[src/rtl/vnu_ctrl_pkg.sv]
// ---------------------------------------------------------------------------
// vnu_ctrl_pkg
// Shared definitions for the VNU write/update controller:
//   - vnu_state_e    : controller state encoding
//   - DEF_*          : default parameter values for the controller
//   - wr_lat_cnt_w() : width of the write-latency down-counter
// ---------------------------------------------------------------------------
package vnu_ctrl_pkg;

  localparam int unsigned DEF_CH_NUM = 4;
  localparam int unsigned DEF_WR_LAT = 2;
  localparam int unsigned DEF_ITER_W = 5;

  typedef enum logic [2:0] {
    ST_IDLE,
    ST_INIT_LOAD,
    ST_PIPE_LOAD,
    ST_WR_WAIT,
    ST_WR_PULSE,
    ST_DONE
  } vnu_state_e;

  // The wait counter is loaded with WR_LAT-2 and counts down to zero, so it
  // only has to hold values up to WR_LAT-2. Never narrower than one bit.
  function automatic int unsigned wr_lat_cnt_w(input int unsigned wr_lat);
    return (wr_lat < 3) ? 1 : $clog2(wr_lat - 1);
  endfunction

endpackage

[src/rtl/vnu_finish_collector.sv]
// ---------------------------------------------------------------------------
// vnu_finish_collector
// Sticky per-channel read-finish mask with an all-channels-done compare.
// Ports:
//   read_clk, rstn : clock, async active-low reset
//   clear          : empty the mask (asserted on entry to a load phase)
//   collect        : OR the enabled finish bits into the mask this cycle
//   ch_en          : latched channel enable mask
//   finish         : registered per-channel finish strobes
//   all_done       : every enabled channel has finished (disabled = done)
// ---------------------------------------------------------------------------
module vnu_finish_collector
  import vnu_ctrl_pkg::*;
#(
  parameter int unsigned CH_NUM = DEF_CH_NUM
) (
  input  logic              read_clk,
  input  logic              rstn,
  input  logic              clear,
  input  logic              collect,
  input  logic [CH_NUM-1:0] ch_en,
  input  logic [CH_NUM-1:0] finish,
  output logic              all_done
);

  logic [CH_NUM-1:0] mask;

  // Finish bits of disabled channels are dropped so the mask only ever
  // reflects channels that actually take part in this iteration.
  always_ff @(posedge read_clk or negedge rstn) begin
    if (!rstn) begin
      mask <= '0;
    end else if (clear) begin
      mask <= '0;
    end else if (collect) begin
      mask <= mask | (finish & ch_en);
    end
  end

  // An empty enable mask reads as done immediately.
  assign all_done = &(mask | ~ch_en);

endmodule

[src/rtl/vnu_wr_update_ctrl.sv]
// ---------------------------------------------------------------------------
// vnu_wr_update_ctrl
// Sequences one decoder iteration: waits for an update request, runs an
// initial-load or pipeline-load phase until every enabled VNU channel has
// reported read-finish, waits WR_LAT cycles, pulses the channel writes and
// counts the iteration. The frame ends on the iteration limit or early stop.
// Ports:
//   read_clk, rstn      : clock, async active-low reset
//   iter_update_i       : iteration-update request
//   vnu_init_load_en_i  : request is the first (initial-load) iteration
//   vnu_rd_finish_i     : per-channel read-finish strobes
//   ch_en_i             : channel enable mask, latched at load entry
//   max_iter_i          : iterations per frame (0 behaves as 1)
//   early_stop_i        : syndrome-pass stop request
//   init_load_o         : initial-load phase active
//   pipe_load_o         : pipeline-load phase active
//   vnu_wr_o            : one-cycle write pulse per enabled channel
//   iter_cnt_o          : completed iterations in current frame
//   decode_done_o       : frame finished (level)
//   overrun_o           : one-cycle pulse, update request discarded
// ---------------------------------------------------------------------------
module vnu_wr_update_ctrl
  import vnu_ctrl_pkg::*;
#(
  parameter int unsigned CH_NUM = DEF_CH_NUM,
  parameter int unsigned WR_LAT = DEF_WR_LAT,
  parameter int unsigned ITER_W = DEF_ITER_W
) (
  input  logic              read_clk,
  input  logic              rstn,
  input  logic              iter_update_i,
  input  logic              vnu_init_load_en_i,
  input  logic [CH_NUM-1:0] vnu_rd_finish_i,
  input  logic [CH_NUM-1:0] ch_en_i,
  input  logic [ITER_W-1:0] max_iter_i,
  input  logic              early_stop_i,
  output logic              init_load_o,
  output logic              pipe_load_o,
  output logic [CH_NUM-1:0] vnu_wr_o,
  output logic [ITER_W-1:0] iter_cnt_o,
  output logic              decode_done_o,
  output logic              overrun_o
);

  localparam int unsigned CNT_W     = wr_lat_cnt_w(WR_LAT);
  localparam int unsigned WAIT_LOAD = (WR_LAT > 1) ? WR_LAT - 2 : 0;

  vnu_state_e        state;
  logic              upd_q;
  logic              init_en_q;
  logic [CH_NUM-1:0] fin_q;
  logic              stop_q;
  logic [CH_NUM-1:0] ch_en_lat;
  logic [ITER_W-1:0] iter_cnt;
  logic [CNT_W-1:0]  wr_cnt;
  logic              stop_flag;
  logic              all_done;
  logic              start;
  logic              load_state;
  logic              quiet_state;
  logic [ITER_W-1:0] iter_next;
  logic [ITER_W-1:0] max_eff;

  // Control inputs pass through one register stage before the FSM sees them.
  always_ff @(posedge read_clk or negedge rstn) begin
    if (!rstn) begin
      upd_q     <= 1'b0;
      init_en_q <= 1'b0;
      fin_q     <= '0;
      stop_q    <= 1'b0;
    end else begin
      upd_q     <= iter_update_i;
      init_en_q <= vnu_init_load_en_i;
      fin_q     <= vnu_rd_finish_i;
      stop_q    <= early_stop_i;
    end
  end

  assign quiet_state = (state == ST_IDLE) || (state == ST_DONE);
  assign load_state  = (state == ST_INIT_LOAD) || (state == ST_PIPE_LOAD);
  // DONE only accepts a request that opens a new frame.
  assign start       = upd_q && ((state == ST_IDLE) || ((state == ST_DONE) && init_en_q));
  assign iter_next   = (iter_cnt == '1) ? iter_cnt : iter_cnt + ITER_W'(1);
  assign max_eff     = (max_iter_i == '0) ? ITER_W'(1) : max_iter_i;
  assign iter_cnt_o  = iter_cnt;

  vnu_finish_collector #(
    .CH_NUM (CH_NUM)
  ) u_collector (
    .read_clk (read_clk),
    .rstn     (rstn),
    .clear    (start),
    .collect  (load_state),
    .ch_en    (ch_en_lat),
    .finish   (fin_q),
    .all_done (all_done)
  );

  // Main sequencer. Outputs are decoded from the current state and registered,
  // so they follow the state register by one cycle. An early stop seen in the
  // write-pulse cycle itself still counts for that iteration.
  always_ff @(posedge read_clk or negedge rstn) begin
    if (!rstn) begin
      state         <= ST_IDLE;
      ch_en_lat     <= '0;
      iter_cnt      <= '0;
      wr_cnt        <= '0;
      stop_flag     <= 1'b0;
      init_load_o   <= 1'b0;
      pipe_load_o   <= 1'b0;
      vnu_wr_o      <= '0;
      decode_done_o <= 1'b0;
      overrun_o     <= 1'b0;
    end else begin
      init_load_o   <= (state == ST_INIT_LOAD);
      pipe_load_o   <= (state == ST_PIPE_LOAD);
      vnu_wr_o      <= (state == ST_WR_PULSE) ? ch_en_lat : '0;
      decode_done_o <= (state == ST_DONE);
      overrun_o     <= upd_q && !start;

      if (!quiet_state && stop_q) begin
        stop_flag <= 1'b1;
      end

      case (state)
        ST_IDLE, ST_DONE: begin
          if (start) begin
            ch_en_lat <= ch_en_i;
            if (init_en_q) begin
              state    <= ST_INIT_LOAD;
              iter_cnt <= '0;
            end else begin
              state <= ST_PIPE_LOAD;
            end
          end
        end
        ST_INIT_LOAD, ST_PIPE_LOAD: begin
          if (all_done) begin
            if (WR_LAT > 1) begin
              state  <= ST_WR_WAIT;
              wr_cnt <= CNT_W'(WAIT_LOAD);
            end else begin
              state <= ST_WR_PULSE;
            end
          end
        end
        ST_WR_WAIT: begin
          if (wr_cnt == '0) begin
            state <= ST_WR_PULSE;
          end else begin
            wr_cnt <= wr_cnt - CNT_W'(1);
          end
        end
        ST_WR_PULSE: begin
          iter_cnt  <= iter_next;
          stop_flag <= 1'b0;
          if ((iter_next >= max_eff) || stop_flag || stop_q) begin
            state <= ST_DONE;
          end else begin
            state <= ST_IDLE;
          end
        end
        default: state <= ST_IDLE;
      endcase
    end
  end

endmodule

[config.mk]
export PLATFORM = sky130hd
export DESIGN_NAME = vnu_wr_update_ctrl
export DESIGN_NICKNAME = d
export VERILOG_FILES = /design/src/rtl/vnu_ctrl_pkg.sv /design/src/rtl/vnu_finish_collector.sv /design/src/rtl/vnu_wr_update_ctrl.sv
export SDC_FILE = /design/constraint.sdc
export NUM_CORES = 1
export LEC_CHECK = 0
export BUFFER_PORTS_ARGS = -buffer_cell sky130_fd_sc_hd__buf_2
export CAP_MARGIN = 10
export CORE_ASPECT_RATIO = 1.25
export CORE_MARGIN = 3
export CORE_UTILIZATION = 55
export CTS_CLUSTER_SIZE = 14
export DETAILED_ROUTE_END_ITERATION = 10
export PLACE_DENSITY = 0.8
export SLEW_MARGIN = 20
export SYNTH_ARGS = -nofsm -noshare
export SYNTH_HDL_FRONTEND = slang
export SYNTH_HIERARCHICAL = 1
export SYNTH_SLANG_ARGS = --single-unit
[constraint.sdc]
create_clock -name read_clk -period 4.55 [get_ports read_clk]
set_input_delay 0.455 -clock read_clk [delete_from_list [all_inputs] [get_ports read_clk]]
set_output_delay 0.455 -clock read_clk [all_outputs]
set_load 0.005 [all_outputs]
==> results of run 1 <==
## layer usage
| layer | GRT usage (%) | vias up |
|---|---|---|
| li1 | - | 566 |
| met1 | 21.5 | 562 |
| met2 | 33.1 | 35 |
| met3 | 6.58 | 9 |
| met4 | 11.2 | 0 |
| met5 | 0 | - |
## registers in the layout (all words and copies together), names as in the netlist
register,flops
u_collector/mask,4
ch_en_lat,4
stop_q,1
overrun_o,1
iter_cnt_o,5
fin_q,4
pipe_load_o,1
init_en_q,1
stop_flag,1
state,3
vnu_wr_o,4
init_load_o,1
upd_q,1
decode_done_o,1
## power groups by stage
| stage | combinational (W) | sequential [W] | clock, W |
|---|---|---|---|
| 4_1_cts | 0.000473 | 0.000488 | 0.000212 |
| 5_1_grt | 0.000525 | 0.000506 | 0.000227 |
| 3_3_place_gp | 0.000451 | 0.000485 | 0 |
| 2_1_floorplan | 0.000389 | 0.000448 | 0 |
| 3_5_place_dp | 0.000471 | 0.000493 | 0 |
| 6_report | 0.000466 | 0.000488 | 0.000206 |
## area by class of cell
class	count	area [um^2]	area share (%)
timing repair buffer	30	150	8.40
tap	33	41.3	2.31
multi-input combinational	94	689	38.6
clock buffer	6	41.3	2.31
sequential	32	801	44.8
clock inverter	2	35.0	1.96
inverter	8	30.0	1.68
## cell families (layout without fill, tap and decap cells)
| logic type | Yosys count | in the layout | synth area share, % |
|---|---|---|---|
| simple gates | 42 | 42 | 15.5 |
| compound gates | 40 | 40 | 19.3 |
| flops | 32 | 32 | 51.8 |
| buf+inv | 12 | 46 | 3.56 |
| fa+ha+maj | 6 | 6 | 4.86 |
| mux | 4 | 4 | 3.89 |
| xor+xnor | 2 | 2 | 1.13 |
## how the worst max path moves through the flow
stage / from / end / depth (start not counted)
6_report: iter_cnt_o[0]$_DFFE_PN0P_ / state[0]$_DFFE_PN0P_ / 8
5_1_grt: iter_cnt_o[0]$_DFFE_PN0P_ / state[0]$_DFFE_PN0P_ / 8
4_1_cts: iter_cnt_o[0]$_DFFE_PN0P_ / state[0]$_DFFE_PN0P_ / 8
3_5_place_dp: iter_cnt_o[0]$_DFFE_PN0P_ / state[0]$_DFFE_PN0P_ / 8
3_3_place_gp: iter_cnt_o[0]$_DFFE_PN0P_ / state[0]$_DFFE_PN0P_ / 8
2_1_floorplan: iter_cnt_o[0]$_DFFE_PN0P_ / state[0]$_DFFE_PN0P_ / 7
## cells in the final DEF (no fill, tap or decap), drive strengths merged, types with 2 or more instances in the layout
cell type | synthesis | layout
a2111oi | 2 | 2
a21boi | 2 | 2
a21o | 3 | 3
a21oi | 7 | 7
a31oi | 6 | 6
a41oi | 2 | 2
and2 | 5 | 5
and3 | 2 | 2
buf | 3 | 30
clkbuf | 1 | 6
dfrtp | 32 | 32
ha | 6 | 6
inv | 8 | 8
mux2 | 4 | 4
nand2 | 4 | 4
nand2b | 3 | 3
nand3 | 5 | 5
nor2 | 8 | 8
nor2b | 7 | 7
nor3 | 2 | 2
o21ai | 6 | 6
o22a | 2 | 2
or2 | 2 | 2
xnor2 | 2 | 2
## worst max-delay path, stage by stage (launching register included)
cell and delay, ps:
dfrtp_1 470, ha_1 280, a21boi_0 200, a41oi_1 220, ha_1 260, a2111oi_0 400, nor2_1 80, a41oi_1 240
a222oi_1 100
## metrics by stage
step | util, % | worst slack, ps | instance area, um^2 | hold WS (ps)
2_1_floorplan | - | 2470 | 1550 | 159
3_3_place_gp | 67.1 | 2380 | 1710 | 479
3_5_place_dp | 67.1 | 2200 | 1710 | 492
4_1_cts | 70.0 | 2180 | 1790 | 171
5_1_grt | 70.0 | 1970 | 1790 | 179
6_report | 70.0 | 2170 | 1790 | 153
## synthesized netlist by cell type (2+ instances only)
library cell	count	area share (%)
dfrtp_1	32	52
nor2_1	8	1.9
a21oi_1	7	2.3
inv_1	7	1.7
a31oi_1	6	2.4
ha_1	6	4.9
nor2b_1	6	2.4
nand3_1	5	1.6
and2_1	4	1.6
mux2_4	4	3.9
nand2_1	4	0.97
o21ai_0	4	1.3
a21o_1	3	1.5
nand2b_1	3	1.2
a41oi_1	2	1.1
and3_1	2	0.81
buf_2	2	0.65
nor3_1	2	0.65
o21ai_1	2	0.65
o22a_1	2	1.1
or2_1	2	0.81
xnor2_1	2	1.1
==> flow_summary.ini, run 1 <==
[clock_tree]
clockRootBuffer = clkbuf_4
clock-sinks = 32
cts-resized-gates = 0
postCtsSetupRepairBufs = 0
clkSlewWorstSetupHoldPaths_ps = 100
clockBufferDepth = 2
cts_tree = yes
htree_levels = 2
cts-hold-fix-buffers = 0
cts_made_buffers = 5
insertion_delay_ps = 330

[power]
pwr-share-clk_pct = 17.8
p_per_area_nw_per_um2 = 649
comb_power_share_pct = 40.2
p_switching_w = 0.000428
p_total_w = 0.00116
ir_drop_v = 0.000507
power_frac_seq_pct = 42.1
swShare_pct = 36.9
intPower_w = 0.000733
p_leak_nw = 0.896

[synthesis]
synth_seq_area_share_pct = 51.8
syn_inst = 138
synth_edf_count = 0
synth.avg_cell_area_um2 = 11.2
synth_cell_type_count = 45
async_flop_share_pct = 100
synth_warnings = 6
synth_flop_cell = dfrtp_1
synth_nets = 162
netlist_area_um2 = 1550
synth_seq_cells = 32

[detailed_routing]
first_pass_iters = 4
drcViolationCount = 0
post_drt_wl_per_cell_um = 14.7
vias = 1172
wl_met1_um = 1240
routed_via_density = 5.72
wl_um = 3010
met2_length_um = 1500
met3_length_um = 179
highest_layer = met4
detail-route-antenna-nets = 0
first_iter_violations = 25

[placement]
place_inst = 197
dpl.hpwl_um = 2250
gp_congestion = 0.824
port_buffers = 30

[sta]
worst_pin_slew_ps = 683
hold_violations = 0
setup_tns_ps = 0
drv_slew = 0
clock_skew_ps = 12.4
rsz0062_at_grt = false
slew_headroom_pct = 54.5
fmax_mhz = 421
fin_crit_ps = 2380
min_period_over_period_pct = 52.2
setup_viol = 0

[status]
outcome = finished, final reports clean

[global_routing]
grt_pass1_vias = 1185
antenna_found_initial = 0
grt_start_max_net_pins = 33
grt_pass1_wl_um = 5000
grt_overflow = 0
track_usage_pct = 19.9

[finish]
drive_above_1_share_pct = 27.3
fin_cells = 205
insertedDiodeCount = 0
fin_nets = 195
nFillCells = 214
area_delta_synth_final_pct = 15.7

[critical_path]
rr_endpoint = state[0]$_DFFE_PN0P_
reg2reg_slack_ps = 2170
worstPathArrival_ps = 2570
critPathLaunchType = flop
worstSetupPathType = reg -> reg
timing.rr.start = iter_cnt_o[0]$_DFFE_PN0P_
rr_worst_depth = 8
worstPathMaxFanout = 7
required_ps = 4740
end_kind = flop

[worst_hold_path]
hold_path_class = in -> async

[job]
maxCapViolCount = 0

[floorplanning]
core_um2 = 2550
dieArea_um2 = 3490
start_util_pct = 60.5
die_w_um = 53.4
die_y_um = 65.3
rows = 20
io_pins = 31
Power figures use the tool's default switching activity.
==> run 2, diff against run 1 <==
CORE_UTILIZATION = 53   (was 55)
PLACE_DENSITY = 0.77   (was 0.8)
clock period = 2.4 ns   (was 4.55 ns; I/O delays follow)
==> run 2 against run 1 <==
Global-route usage barely moved. Total power rose by 95%. Non-clock buffer count rose by 8. Final area rose by 5.8%. Register-to-register slack got worse by 2000 ps. Sequential power rose by 92%. Critical path depth rose by 1. Clock skew fell by 2.4 ps. Sequential share of layout area fell by 2.3 points. Combinational power rose by 98%. Wire length rose by 5.9%. Largest cell class unchanged. Highest routed layer unchanged.
==> flow_summary.ini, run 2 (synthesis gave the netlist of run 1 again) <==
[status]
outcome = finished, final reports clean

[floorplanning]
io_pins = 31
die_y_um = 66.4
rows = 21
start_util_pct = 56.5
dieArea_um2 = 3600
die_w_um = 54.3
core_um2 = 2730

[finish]
final_area_um2 = 1890
fin_nets = 203
drive_above_1_share_pct = 30.0
nFillCells = 215
area_delta_synth_final_pct = 22.4
insertedDiodeCount = 0
final_core_util_pct = 69.2
final_cell_mix = dfrtp_1 (30), buf_2 (30), nor2_1 (8)
largest_reg_flops = 5

[detailed_routing]
post_drt_wl_per_cell_um = 14.9
drcViolationCount = 0
first_iter_violations = 31
detail-route-antenna-nets = 0
routed_via_density = 5.75
wl_met1_um = 1250
vias = 1231
met2_length_um = 1700
first_pass_iters = 5
wl_um = 3190
highest_layer = met4
met3_length_um = 175

[critical_path]
worstPathMaxFanout = 7
cp_slowest_cell = dfrtp_2
end_kind = flop
required_ps = 2620
path_cells = ha_2, nand4_1, nand2_1, o21ai_0, ha_1, nand2_1, o21ai_1, a41oi_2, a222oi_1
reg2reg_slack_ps = 130
timing.rr.start = iter_cnt_o[0]$_DFFE_PN0P_
worstPathArrival_ps = 2490
critPathLaunchType = flop
worstSetupPathType = reg -> reg
slowest_delay_ps = 450
timing.critical_path.mode_cell = nand2_1
cp-startpoint = iter_cnt_o[0]$_DFFE_PN0P_

[worst_hold_path]
hp-start = iter_update_i
hold_path_class = in -> reg

[sta]
setup_viol = 0
slew_headroom_pct = 54.8
drv_slew = 0
hold_violations = 0
fin_crit_ps = 2270
min_period_over_period_pct = 94.6
fmax_mhz = 440
hold_slack_ps = 18.7
clock_skew_ps = 9.97
worst_pin_slew_ps = 678
rsz0062_at_grt = false

[clock_tree]
clkSlewWorstSetupHoldPaths_ps = 110
clockRootBuffer = clkbuf_4
htree_levels = 2
clockBufferDepth = 2
cts_tree = yes
insertion_delay_ps = 330
cts_made_buffers = 5
clock-sinks = 32

[global_routing]
track_usage_pct = 19.9
antenna_found_initial = 0
grt_overflow = 0
grt_start_max_net_pins = 33
grt_pass1_wl_um = 5090
grt_pass1_vias = 1180

[power]
p_total_w = 0.00226
p_leak_nw = 0.926
ir_drop_v = 0.000765
p_per_area_nw_per_um2 = 1190

[placement]
dpl_cell_area_um2 = 1710
dpl.hpwl_um = 2240
gp_congestion = 0.758
port_buffers = 30

[job]
maxCapViolCount = 0
[run 2: cell types whose count changed in the layout (fill, tap and decap cells not counted), sizes merged]
cell / delta
dlygate4sd3: +7
buf: +1
clkbuf: -1
clkinvlp: +1
[run 2: repair_timing]
action,CTS,global route
resized for setup,1,6
hold buffers,7,0
endpoints found under the hold margin,38,0
endpoints found under the setup margin,2,2
pin swaps,0,1
buffers inserted,0,1
[run 2: metrics by stage]
step	worst slack, ps	std cells	TNS, ps
CTS	11.3	213	0
finish	129	214	0
detailed placement	-9.44	198	-9.44
global route	0.683	214	0
floorplan	322	138	0
global placement	221	198	0
[run 2: area by class of cell]
type	instances	area, um^2	area share [%]
tap	34	42.5	2.25
clock buffer	5	37.5	1.98
timing repair buffer	38	228	12.0
inverter	8	30.0	1.59
multi-input combinational	94	708	37.4
sequential	32	803	42.5
clock inverter	3	42.5	2.25
[run 2: path summary, 6_finish.rpt]
check | end | cells after the start
hold reg to reg | u_collector/mask[1]$_DFFE_PN0P_ | 2
hold / removal | upd_q$_DFF_PN0_ | 1
setup / recovery | state[0]$_DFFE_PN0P_ | 9
min in group asynchronous | ch_en_lat[0]$_DFFE_PN0P_ | 2
max in group asynchronous | iter_cnt_o[0]$_DFFE_PN0P_ | 2
setup reg to reg | state[0]$_DFFE_PN0P_ | 9
[run 2: routing by layer]
layer | vias to the layer above | GRT usage (%)
li1 | 582 | -
met1 | 599 | 21.6
met2 | 44 | 34.3
met3 | 6 | 5.87
met4 | 0 | 9.35
met5 | - | 0
[run 2: worst max-delay path, delay by kind of cell, from the launching register on]
family / cells / cell delay [ps]
compound gates: 4 / 700
fa+ha+maj: 2 / 540
simple gates: 3 / 470
flops: 1 / 450
[run 2: report_power, final]
part	leakage (nW)	total (W)	internal [W]	switching, W
Combinational	0.485	0.000922	0.000476	0.000446
Clock	0.0412	0.000400	0.000217	0.000183
Sequential	0.400	0.000937	0.000716	0.000221
Total	0.926	0.00226	0.00141	0.000850
==> run 3, diff against run 2 <==
CORE_UTILIZATION = 40   (was 53)
PLACE_DENSITY = default   (was 0.77)
==> run 3 against run 2 <==
Clock-buffer cell count up 2. Highest routed layer unchanged. Via count shrank 3.2%. First-iteration DRC count grew to 3.1 times the previous value. Sequential cell count unchanged. Register-to-register slack worse by 40 ps. Fmax is 1.9% lower. Critical path type unchanged. Total power grew 2.2%. Wire length grew 4.2%.
==> flow_summary.ini, run 3 (synthesis gave the netlist of run 1 again) <==
[finish]
insertedDiodeCount = 0
area_delta_synth_final_pct = 20.4
largest_reg_flops = 5
final_common_cell = dfrtp_1
drive_above_1_share_pct = 31.0
fin_cells = 213
final_cell_mix = dfrtp_1 (31), buf_2 (30), nor2_1 (8)
register_area_um2 = 802
multiInputGateArea_um2 = 711
fin_nets = 198
nFillCells = 331

[status]
outcome = finished, final reports clean

[critical_path]
cp_slowest_cell = dfrtp_2
timing.rr.start = iter_cnt_o[0]$_DFFE_PN0P_
critPathTopFamily = compound AO/OA/AOI/OAI gates
critPathLaunchType = flop
timing.critical_path.mode_cell = ha_1
worstPathMaxFanout = 7
worstPathArrival_ps = 2480
path_buf_inv = 1
path_cells = ha_1, nand4_1, buf_4, nand3_1, ha_1, nand2_1, o21ai_1, a41oi_2, a222oi_1
worstSetupPathType = reg -> reg
end_kind = flop
required_ps = 2570
cp-startpoint = iter_cnt_o[0]$_DFFE_PN0P_
slowest_delay_ps = 460

[clock_tree]
insertion_delay_ps = 280
htree_levels = 2
clock-sinks = 32
clkSlewWorstSetupHoldPaths_ps = 60
cts_tree = yes
cts_made_buffers = 5
clockBufferDepth = 2
clockRootBuffer = clkbuf_8

[detailed_routing]
routed_via_density = 5.59
drcViolationCount = 0
detail-route-antenna-nets = 0
first_pass_iters = 6
wl_um = 3320
vias = 1191
first_iter_violations = 96
post_drt_wl_per_cell_um = 15.6

[floorplanning]
rows = 24
core_um2 = 3600
die_w_um = 61.6
io_pins = 31
start_util_pct = 42.9
dieArea_um2 = 4650
die_y_um = 75.5

[global_routing]
grt_overflow = 0
antenna_found_initial = 0
track_usage_pct = 15.8
grt_start_max_net_pins = 33
top_usage_layer = met2
grt_pass1_wl_um = 5380
use_met3_pct = 4.75
grt_pass1_vias = 1183
grt_util_met2_pct = 25.4
use_met1_pct = 19.1

[power]
p_leak_nw = 0.920
ir_drop_v = 0.000637
p_per_area_nw_per_um2 = 1240
p_total_w = 0.00231

[sta]
hold_violations = 0
min_period_over_period_pct = 96.4
drv_slew = 0
worst_pin_slew_ps = 698
fmax_mhz = 432
slew_headroom_pct = 53.5
hold_slack_ps = 5.08
clock_skew_ps = 3.41
setup_viol = 0
fin_crit_ps = 2310

[worst_hold_path]
hold_path_class = in -> async

[placement]
dpl.hpwl_um = 2250
place_inst = 204
port_buffers = 30
gp_congestion = 0.886

[job]
maxCapViolCount = 0
## run 3: metrics by stage
| stage | cell area [um^2] | utilization, % | worst slack (ps) | setup TNS [ps] |
|---|---|---|---|---|
| after detailed placement | 1730 | 47.9 | 93.6 | 0 |
| after global routing | 1860 | 51.6 | -78.2 | -78.2 |
| after floorplan | 1550 | - | 322 | 0 |
| after global placement | 1730 | 47.9 | 205 | 0 |
| final | 1860 | 51.6 | 86.3 | 0 |
| after CTS | 1820 | 50.6 | 66.9 | 0 |
## run 3: area by class of cell
type	instances	share of cell area [%]
Clock buffer	7	5.18
Inverter	8	1.61
Multi-Input combinational cell	94	38.2
Sequential cell	32	43.1
Tap cell	39	2.62
Timing Repair Buffer	33	9.28
## run 3: per-layer routing
| layer | vias up | part of all wire [%] |
|---|---|---|
| li1 | 569 | - |
| met1 | 569 | 42 |
| met2 | 42 | 50 |
| met3 | 11 | 5.6 |
| met4 | 0 | 2.5 |
| met5 | - | 0 |
## run 3: report_power, final
| part | internal [W] | total [W] | switching [W] |
|---|---|---|---|
| combinational | 0.000478 | 0.000933 | 0.000455 |
| clock | 0.000255 | 0.000439 | 0.000184 |
| sequential | 0.000717 | 0.000937 | 0.000220 |
## run 3: worst paths after layout
check	end	slack [ps]	depth (start not counted)
worst max-delay path	state[0]$_DFFE_PN0P_	90	9
worst min-delay path	vnu_wr_o[0]$_DFF_PN0_	5	1
worst max register to register	state[0]$_DFFE_PN0P_	90	9
worst min register to register	u_collector/mask[1]$_DFFE_PN0P_	500	2
max in group asynchronous	iter_cnt_o[0]$_DFFE_PN0P_	1910	1
min in group read_clk	upd_q$_DFF_PN0_	60	1
## run 3: timing repair
action / in CTS / in global routing
setup buffers: 0 / 2
hold buffers: 0 / 0
resized for setup: 0 / 6
endpoints found under the setup margin: 0 / 2
